[config.mk]
export PLATFORM = sky130hd
export DESIGN_NAME = wb_arbiter2_flat
export DESIGN_NICKNAME = d
export VERILOG_FILES = /design/src/rtl/wb_arb_pkg.sv /design/src/rtl/if_wb.sv /design/src/rtl/wb_outstanding_cnt.sv /design/src/rtl/wb_arbiter2.sv /design/src/flat_wrapper.sv
export SDC_FILE = /design/constraint.sdc
export NUM_CORES = 1
export LEC_CHECK = 0
export BUFFER_PORTS_ARGS = -buffer_cell sky130_fd_sc_hd__clkbuf_2
export CAP_MARGIN = 20
export CORE_AREA = 2 2 126 128
export DETAILED_ROUTE_END_ITERATION = 8
export DIE_AREA = 0 0 128 130
export GPL_TIMING_DRIVEN = 0
export SYNTH_ARGS = -nofsm -noshare
export SYNTH_HDL_FRONTEND = slang
export SYNTH_SLANG_ARGS = --single-unit
[constraint.sdc]
create_clock -name clk -period 2.5 [get_ports clk]
set_input_delay 0.125 -clock clk [delete_from_list [all_inputs] [get_ports clk]]
set_output_delay 0.125 -clock clk [all_outputs]
set_load 0.03 [all_outputs]
[src/rtl/wb_arb_pkg.sv]
// Shared types and bus widths for the two-master Wishbone arbiter.
package wb_arb_pkg;
  localparam int NUM_MASTERS = 2;
  localparam int ADR_W       = 32;
  localparam int DATA_W      = 32;
  localparam int SEL_W       = DATA_W / 8;

  typedef enum logic [1:0] {
    IDLE = 2'd0,
    OWN0 = 2'd1,
    OWN1 = 2'd2
  } arb_state_t;

  function automatic logic [1:0] owner_onehot(input arb_state_t st);
    case (st)
      OWN0:    return 2'b01;
      OWN1:    return 2'b10;
      default: return 2'b00;
    endcase
  endfunction
endpackage

[src/rtl/if_wb.sv]
// Pipelined Wishbone B4 bundle; master drives the request, slave answers with stall/ack/err.
interface if_wb;
  logic                          cyc;
  logic                          stb;
  logic [wb_arb_pkg::ADR_W-1:0]  adr;
  logic [wb_arb_pkg::DATA_W-1:0] dat_o;
  logic                          we;
  logic [wb_arb_pkg::SEL_W-1:0]  sel;
  logic                          stall;
  logic                          ack;
  logic                          err;
  logic [wb_arb_pkg::DATA_W-1:0] dat_i;

  modport master (output cyc, stb, adr, dat_o, we, sel,
                  input  stall, ack, err, dat_i);
  modport slave  (input  cyc, stb, adr, dat_o, we, sel,
                  output stall, ack, err, dat_i);
endinterface

[src/rtl/wb_outstanding_cnt.sv]
// Counts accepted-but-unanswered requests; never exceeds the limit, never underflows.
module wb_outstanding_cnt #(
  parameter  int MAX_OUTSTANDING = 2,
  localparam int CNT_W           = $clog2(MAX_OUTSTANDING + 1)
) (
  input  logic             clk,
  input  logic             rst,
  input  logic             inc,
  input  logic             dec,
  output logic [CNT_W-1:0] cnt,
  output logic             full,
  output logic             empty
);
  logic dec_eff;

  assign empty   = (cnt == '0);
  assign full    = (cnt == CNT_W'(MAX_OUTSTANDING));
  // A response with nothing outstanding (e.g. left over from before a reset) is dropped.
  assign dec_eff = dec & ~empty;

  always_ff @(posedge clk or posedge rst) begin
    if (rst) begin
      cnt <= '0;
    end else if (inc && !dec_eff && !full) begin
      cnt <= cnt + CNT_W'(1);
    end else if (dec_eff && !inc) begin
      cnt <= cnt - CNT_W'(1);
    end
  end
endmodule

[src/rtl/wb_arbiter2.sv]
// Round-robin two-master arbiter for pipelined Wishbone; ownership held until the owner drains.
module wb_arbiter2
  import wb_arb_pkg::*;
#(
  parameter  int MAX_OUTSTANDING = 2,
  localparam int CNT_W           = $clog2(MAX_OUTSTANDING + 1)
) (
  input  logic       clk,
  input  logic       rst,
  if_wb.slave        m0,
  if_wb.slave        m1,
  if_wb.master       s,
  output logic [1:0] owner
);
  arb_state_t       state, state_nxt;
  logic             last;
  logic             req0, req1;
  logic             inc, dec, full, empty, drained;
  logic [CNT_W-1:0] cnt;

  assign req0 = m0.cyc & m0.stb;
  assign req1 = m1.cyc & m1.stb;
  assign inc  = s.stb & ~s.stall;
  assign dec  = s.ack | s.err;
  // True when the counter will be zero after this cycle's update.
  assign drained = empty | ((cnt == CNT_W'(1)) & dec & ~inc);

  wb_outstanding_cnt #(.MAX_OUTSTANDING(MAX_OUTSTANDING)) u_cnt (
    .clk   (clk),
    .rst   (rst),
    .inc   (inc),
    .dec   (dec),
    .cnt   (cnt),
    .full  (full),
    .empty (empty)
  );

  always_ff @(posedge clk or posedge rst) begin
    if (rst) begin
      state <= IDLE;
      last  <= 1'b0;
    end else begin
      state <= state_nxt;
      if (state == IDLE && state_nxt == OWN0) last <= 1'b0;
      if (state == IDLE && state_nxt == OWN1) last <= 1'b1;
    end
  end

  always_comb begin
    state_nxt = state;
    case (state)
      IDLE: begin
        if (req0 && req1) state_nxt = last ? OWN0 : OWN1;
        else if (req0)    state_nxt = OWN0;
        else if (req1)    state_nxt = OWN1;
      end
      OWN0:    if (!m0.stb && drained) state_nxt = IDLE;
      OWN1:    if (!m1.stb && drained) state_nxt = IDLE;
      default: state_nxt = IDLE;
    endcase
  end

  always_comb begin
    s.cyc    = 1'b0;
    s.stb    = 1'b0;
    s.adr    = '0;
    s.dat_o  = '0;
    s.we     = 1'b0;
    s.sel    = '0;
    m0.stall = 1'b1;
    m0.ack   = 1'b0;
    m0.err   = 1'b0;
    m0.dat_i = '0;
    m1.stall = 1'b1;
    m1.ack   = 1'b0;
    m1.err   = 1'b0;
    m1.dat_i = '0;
    case (state)
      OWN0: begin
        // cyc stays up while responses are pending even if the master drops its own cyc.
        s.cyc    = m0.cyc | ~empty;
        s.stb    = m0.stb & ~full;
        s.adr    = m0.adr;
        s.dat_o  = m0.dat_o;
        s.we     = m0.we;
        s.sel    = m0.sel;
        m0.stall = s.stall | full;
        m0.ack   = s.ack;
        m0.err   = s.err;
        m0.dat_i = s.dat_i;
      end
      OWN1: begin
        s.cyc    = m1.cyc | ~empty;
        s.stb    = m1.stb & ~full;
        s.adr    = m1.adr;
        s.dat_o  = m1.dat_o;
        s.we     = m1.we;
        s.sel    = m1.sel;
        m1.stall = s.stall | full;
        m1.ack   = s.ack;
        m1.err   = s.err;
        m1.dat_i = s.dat_i;
      end
      default: ;
    endcase
  end

  assign owner = owner_onehot(state);
endmodule

[src/flat_wrapper.sv]
// flat-port wrapper written by rule: the top's interface ports become plain ports
module wb_arbiter2_flat import wb_arb_pkg::*;
#(
  parameter  int MAX_OUTSTANDING = 2,
  localparam int CNT_W           = $clog2(MAX_OUTSTANDING + 1)
)
  (clk, rst, owner, m0_cyc, m0_stb, m0_adr, m0_dat_o, m0_we, m0_sel, m0_stall, m0_ack, m0_err, m0_dat_i, m1_cyc, m1_stb, m1_adr, m1_dat_o, m1_we, m1_sel, m1_stall, m1_ack, m1_err, m1_dat_i, s_cyc, s_stb, s_adr, s_dat_o, s_we, s_sel, s_stall, s_ack, s_err, s_dat_i);
  if_wb m0_i ();
  if_wb m1_i ();
  if_wb s_i ();
  input  logic clk;
  input  logic rst;
  output logic [1:0] owner;
  input wire logic [$bits(m0_i.cyc)-1:0] m0_cyc;
  input wire logic [$bits(m0_i.stb)-1:0] m0_stb;
  input wire logic [$bits(m0_i.adr)-1:0] m0_adr;
  input wire logic [$bits(m0_i.dat_o)-1:0] m0_dat_o;
  input wire logic [$bits(m0_i.we)-1:0] m0_we;
  input wire logic [$bits(m0_i.sel)-1:0] m0_sel;
  output wire logic [$bits(m0_i.stall)-1:0] m0_stall;
  output wire logic [$bits(m0_i.ack)-1:0] m0_ack;
  output wire logic [$bits(m0_i.err)-1:0] m0_err;
  output wire logic [$bits(m0_i.dat_i)-1:0] m0_dat_i;
  input wire logic [$bits(m1_i.cyc)-1:0] m1_cyc;
  input wire logic [$bits(m1_i.stb)-1:0] m1_stb;
  input wire logic [$bits(m1_i.adr)-1:0] m1_adr;
  input wire logic [$bits(m1_i.dat_o)-1:0] m1_dat_o;
  input wire logic [$bits(m1_i.we)-1:0] m1_we;
  input wire logic [$bits(m1_i.sel)-1:0] m1_sel;
  output wire logic [$bits(m1_i.stall)-1:0] m1_stall;
  output wire logic [$bits(m1_i.ack)-1:0] m1_ack;
  output wire logic [$bits(m1_i.err)-1:0] m1_err;
  output wire logic [$bits(m1_i.dat_i)-1:0] m1_dat_i;
  output wire logic [$bits(s_i.cyc)-1:0] s_cyc;
  output wire logic [$bits(s_i.stb)-1:0] s_stb;
  output wire logic [$bits(s_i.adr)-1:0] s_adr;
  output wire logic [$bits(s_i.dat_o)-1:0] s_dat_o;
  output wire logic [$bits(s_i.we)-1:0] s_we;
  output wire logic [$bits(s_i.sel)-1:0] s_sel;
  input wire logic [$bits(s_i.stall)-1:0] s_stall;
  input wire logic [$bits(s_i.ack)-1:0] s_ack;
  input wire logic [$bits(s_i.err)-1:0] s_err;
  input wire logic [$bits(s_i.dat_i)-1:0] s_dat_i;
  assign m0_i.cyc = m0_cyc;
  assign m0_i.stb = m0_stb;
  assign m0_i.adr = m0_adr;
  assign m0_i.dat_o = m0_dat_o;
  assign m0_i.we = m0_we;
  assign m0_i.sel = m0_sel;
  assign m0_stall = m0_i.stall;
  assign m0_ack = m0_i.ack;
  assign m0_err = m0_i.err;
  assign m0_dat_i = m0_i.dat_i;
  assign m1_i.cyc = m1_cyc;
  assign m1_i.stb = m1_stb;
  assign m1_i.adr = m1_adr;
  assign m1_i.dat_o = m1_dat_o;
  assign m1_i.we = m1_we;
  assign m1_i.sel = m1_sel;
  assign m1_stall = m1_i.stall;
  assign m1_ack = m1_i.ack;
  assign m1_err = m1_i.err;
  assign m1_dat_i = m1_i.dat_i;
  assign s_cyc = s_i.cyc;
  assign s_stb = s_i.stb;
  assign s_adr = s_i.adr;
  assign s_dat_o = s_i.dat_o;
  assign s_we = s_i.we;
  assign s_sel = s_i.sel;
  assign s_i.stall = s_stall;
  assign s_i.ack = s_ack;
  assign s_i.err = s_err;
  assign s_i.dat_i = s_dat_i;
  wb_arbiter2 #(.MAX_OUTSTANDING(MAX_OUTSTANDING)) u_core (.clk(clk), .rst(rst), .m0(m0_i), .m1(m1_i), .s(s_i), .owner(owner));
endmodule
After elaboration in Yosys (flattened, before gate mapping)
Cells that the tools add are included.
{"block": "classes", "n_bitwise": 17, "muxes": 26, "addsub": 2, "n_eq_ne": 6, "reduce_logical": 17}
{"op": "$pmux 32 s2", "count": 2}
{"op": "$mux 32", "count": 2}
{"op": "$mux 2", "count": 8}
{"op": "$and 1x1->1", "count": 8}
{"op": "$logic_and 1x1->1", "count": 8}
{"op": "$mux 1", "count": 8}
{"op": "$pmux 4 s2", "count": 1}
{"op": "$eq 2x1->1 const B", "count": 3}
{"op": "$eq 2x2->1 const B", "count": 3}
{"op": "$pmux 1 s2", "count": 3}
{"op": "$pmux 2 s3", "count": 1}
{"op": "$logic_not 1->1", "count": 5}
{"op": "$or 1x1->1", "count": 5}
{"op": "$logic_not 2->1", "count": 2}
{"op": "$not 1->1", "count": 4}
{"op": "$pmux 2 s2", "count": 1}
{"op": "$reduce_bool 2->1", "count": 2}
{"op": "$add 2x1->2 const B", "count": 1}
{"op": "$sub 2x1->2 const B", "count": 1}
{"block": "totals", "out_inout_bits": 143, "reg_bits": 5, "in_bits": 179}

Depth between registers and ports, before layout
{"block": "logic_depth", "depth_word": 15, "ltp_mapped": 8}

Cells and area by module
From an unflattened synthesis, not the netlist that was laid out.
{"block": "unflattened", "hier_cells": 302, "area_unflattened_um2": 2038.2}
{"mod": "wb_arbiter2", "area_per_inst_um2": 1900.6, "n_inst": 1, "seq_area_each_um2": 75.1, "cells_each": 286}
{"mod": "wb_outstanding_cnt", "area_per_inst_um2": 137.6, "n_inst": 1, "seq_area_each_um2": 50.0, "cells_each": 16}

Least setup slack after synthesis
No wires, ideal clock.
{"block": "synth_timing", "path_type": "flip-flop to output port", "from": "register u_core.state[0]", "to": "output port s_cyc", "path_buffers": 3, "path_stages_with_launch": 8, "setup_slack_ns": 0.290, "arrival_time_ns": 2.085, "path_cell_list": "dfrtp_1 -> inv_1 -> ha_1 -> buf_6 -> clkbuf_1 -> buf_2 -> mux2i_1 -> a21boi_0"}
{"block": "synth_between", "elab_chain_cells": 2, "elab_cells_between_ends": 3, "classes_between": "eq/ne (2); mux (1)"}
{"item": "start, declared", "line": "wb_arbiter2.sv:15", "text": "arb_state_t state, state_nxt;"}
{"item": "start signal, assigned", "line": "wb_arbiter2.sv:43", "text": "state <= state_nxt;"}
{"item": "$eq 2x2->1 / $eq 2x1->1 (equally long branches)", "line": "wb_arbiter2.sv:78", "text": "case (state)"}
{"item": "$pmux 1 s2 (*)", "line": "wb_arbiter2.sv:78"}
{"item": "end, declared", "line": "flat_wrapper.sv:34", "text": "output wire logic [$bits(s_i.cyc)-1:0] s_cyc;"}
Mark *: on every way between the ends. The rest lies on a longest branch, timed or not.

Worst setup path in the final report
{"block": "layout_timing", "from": "register u_core.state[1]", "to": "output port s_adr[6]"}
{"block": "layout_between", "elab_chain_cells": 2, "elab_cells_between_ends": 3, "classes_between": "eq/ne (2); mux (1)"}
{"item": "$eq 2x2->1 / $eq 2x1->1 (equally long branches)", "line": "wb_arbiter2.sv:78"}
{"item": "$pmux 32 s2 (*)", "line": "wb_arbiter2.sv:78"}
{"item": "end, declared", "line": "flat_wrapper.sv:36", "text": "output wire logic [$bits(s_i.adr)-1:0] s_adr;"}
Marks and branches as above.

==> summary.md <==
| Metric | Value |
|---|---|
| Outcome | finished clean |
| Clock Latency Late Sink | 0.23 ns |
| Final nets | 813 |
| Max clock buf depth | 2 |
| Relative slew slack | 61.8% |
| Commonest cells after routing, fill and taps aside | clkbuf_2 (323), nor2b_1 (70), and2_1 (69) |
| Crit path DAT | 2.25 ns |
| Worst Tran Pin Value | 0.573 ns |
| Post-Layout Cell Count | 816 |
| Net Count, Synth | 488 |
| Most common cell after layout, fill and taps aside | clkbuf_2 |
| Worst Reg-to-Reg Cells | 8 |
| Worst hold path class | input pin to flop |
| CP Depth | 7 |
| Drt pass-1 iters | 4 |
| Final period utilization | 95.2% |
| WHS Path Cells | 4 |
| Endpoints failing hold | 0 |
| Synth warn | 0 |
| Via count | 3406 |
| RD Place Congestion | 0.763 |
| Met2 Use GR | 22.3% |
| Most Crowded Layer GR | met2 |
| First-pass GRT wire length | 15400 um |
| DRC violations left | 0 |
| Buf/Inv on CP | 4 |
| Reg-to-reg slack, setup | 0.36 ns |
| #FFs+latches synth | 5 |
| Clock transition at the registers of the reported paths | 0.03 ns |
| Max IR drop VDD | 0.435 mV |
| Initial drt markers | 109 |
| Reg-to-Reg End | u_core.last$_DFFE_PP0P_ |
| FMAX | 0.420 GHz |
| Final setup TNS | 0 ns |
| Layout cell share with drive strength beyond 1 | 54.3% |
| Vias in the first global route | 2996 |
| Met1 Use GR | 15.1% |
| Sequential area share after synthesis | 6.18% |
| Worst Setup Start Kind | flop |
| Core Region | 0.0154 mm2 |
| ANT cells | 0 |
| Die footprint | 0.0166 mm2 |
| Post-route ant nets | 0 |
| Top Family by Delay on Critical Path | buffers and inverters |
| Share of flip-flops with an asynchronous set or reset | 100% |
| Initial Util | 13.1% |
| Slowest CP cell | dfrtp_1 |
| Leak | 2.14 nW |
| Overall Global Routing Usage | 11.8% |
| Top_reg_cell synth | dfrtp_1 |
| Crit Path Max Fanout | 10 |
| Post-Place Cell Area | 0.00387 mm2 |
| Port Buf Inserts | 321 |
| Post-layout instance area | 0.00398 mm2 |
| Mux cell area share after synthesis | 1.24% |
| Crit Path Category | flop to output pin |
| Simple-Gate Fraction of Synth Area | 47.6% |
| Mapped cell area | 0.00202 mm2 |
| Max-cap violation count | 0 |
| Req. time, crit path | 2.38 ns |
| EDFF count, synth | 0 |
| Die width | 128 um |
| Cell chain of the critical path | inv_1, ha_2, clkbuf_4, buf_2, a22oi_1, nor2b_1, clkbuf_2 |
| Post-Synth Adder-Cell Area | 5.56% |
| CTS tree | built |
| Crit-path max cell delay | 0.43 ns |
| Row count | 46 |
| Die H | 130 um |
| # IOs | 322 |
| CP Capture Type | output pin |
| Placed Cells | 813 |
| Synth cell types | 28 |
| CTS root buf | clkbuf_16 |
| Gr ovfl total | 0 |
| Syn Inst Count | 300 |
| Post-Synth XOR/XNOR Area | 0.433% |
| DP Wirelength | 9660 um |
| H-tree Lvls | 1 |
| TritonCTS buffer count | 3 |
| WHS Endpoint | u_core.state[0]$_DFF_PP0_ |
| Sink Count | 5 |
| Buffer count from post-CTS setup fixing | 0 |
| Vias per cell | 4.17 |
| Worst Skew | 0.000872 ns |
| Power, Total | 4.17 mW |
| PwrDens | 1050 mW/mm2 |
| Hold path start | m1_cyc |
| Largest net degree at the start of global routing | 11 |
| Synth Area in Compound Gates | 31.5% |
| Area Growth Syn to Fin | 96.6% |
| Wire per inst | 13.9 um |
| Final wirelength | 11300 um |
| Worst reg2reg path startpoint | u_core.state[0]$_DFF_PP0_ |
| Initial antenna violation count | 0 |
| RSZ-0062 raised after global routing | no |
| Main combinational cell family by area after synthesis | simple AND/OR/NAND/NOR gates |
| Met3 Track Usage GR | 0.984% |
| Fin crit period | 2.38 ns |
| Final Setup Violations | 0 |
| Max-slew violation count | 0 |
| Mean post-synth cell area | 6.75 um2 |
## logic make-up after synthesis
group,after synthesis
simple gates,158
compound gates,87
buf+inv,38
fa+ha+maj,9
flops,5
mux,2
xor+xnor,1
## per-layer routing
metal  share of wire [%]  routed length [um]  up-vias
li1                    -                   -     1696
met1                  42                4700     1500
met2                  50                5710      208
met3                 7.7                 866        2
met4                0.35                  40        0
met5                   0                   0        -
## per-stage QoR
stage	worst slack, ns	hold WS [ns]	utilization (%)
after detailed placement	-0.499	0.0332	25.1
after floorplan	0.290	-0.0965	-
after CTS	-0.0370	0.317	25.7
after global placement	-0.520	0.0257	25.1
final	0.120	0.322	25.8
after global routing	0.00376	0.357	25.8
## sequential cells by signal (all words and copies together) (netlist names)
register,flops
u_core.state,2
u_core.u_cnt.cnt,2
u_core.last,1
## worst reg2reg max path, stage by stage, from the launching register on
cell and delay, ns:
dfrtp_1 0.46, inv_1 0.12, ha_1 0.22, buf_6 0.16, mux2_4 0.32, and3_4 0.18, o211a_1 0.24, o2111ai_1 0.19
o211ai_1 0.11
## synthesized netlist by cell type, types with 2 or more instances
| library cell | n | area (um2) |
|---|---|---|
| a21boi_0 | 2 | 15.0 |
| a21oi_1 | 4 | 20.0 |
| a22oi_1 | 69 | 518 |
| and2_1 | 69 | 432 |
| buf_1 | 4 | 15.0 |
| clkbuf_1 | 26 | 97.6 |
| dfrtp_1 | 5 | 125 |
| ha_1 | 9 | 113 |
| inv_1 | 6 | 22.5 |
| nand2_1 | 5 | 18.8 |
| nand2b_1 | 2 | 12.5 |
| nand3_1 | 3 | 15.0 |
| nor2_1 | 6 | 22.5 |
| nor2b_1 | 70 | 438 |
| o211ai_1 | 4 | 30.0 |
| o21ai_0 | 4 | 20.0 |
## worst max path at each step
stage                                         start  endpoint  slack, ns
after detailed placement  u_core.state[1]$_DFF_PP0_  s_adr[6]      -0.50
after CTS                 u_core.state[1]$_DFF_PP0_  s_adr[6]      -0.04
after floorplan           u_core.state[0]$_DFF_PP0_     s_cyc       0.29
after global placement    u_core.state[1]$_DFF_PP0_  s_adr[6]      -0.52
final                     u_core.state[1]$_DFF_PP0_  s_adr[6]       0.12
after global routing      u_core.state[1]$_DFF_PP0_  s_adr[6]      0.004
## power by group
part | total [mW] | switching, mW | internal, mW
clock network | 0.262 | 0.0506 | 0.211
logic | 3.74 | 2.48 | 1.26
registers | 0.163 | 0.0435 | 0.119
total | 4.17 | 2.58 | 1.59
## final cells by class
cell class	count	area (um2)
Inverter	6	22.5
Sequential cell	5	125
Timing Repair Buffer	322	1620
Tap cell	192	240
Clock buffer	4	78.8
Fill cell	1709	11400
Multi-Input combinational cell	257	1760
Buffer	30	139
## what timing repair did
action                                  in CTS  in global routing
endpoints found under the hold margin        5                  0
resized for setup                           10                  5
hold buffers                                 1                  0
endpoints found under the setup margin     115                 79
gates cloned                                 0                  0
No activity file was read; power rests on OpenSTA's default activity.
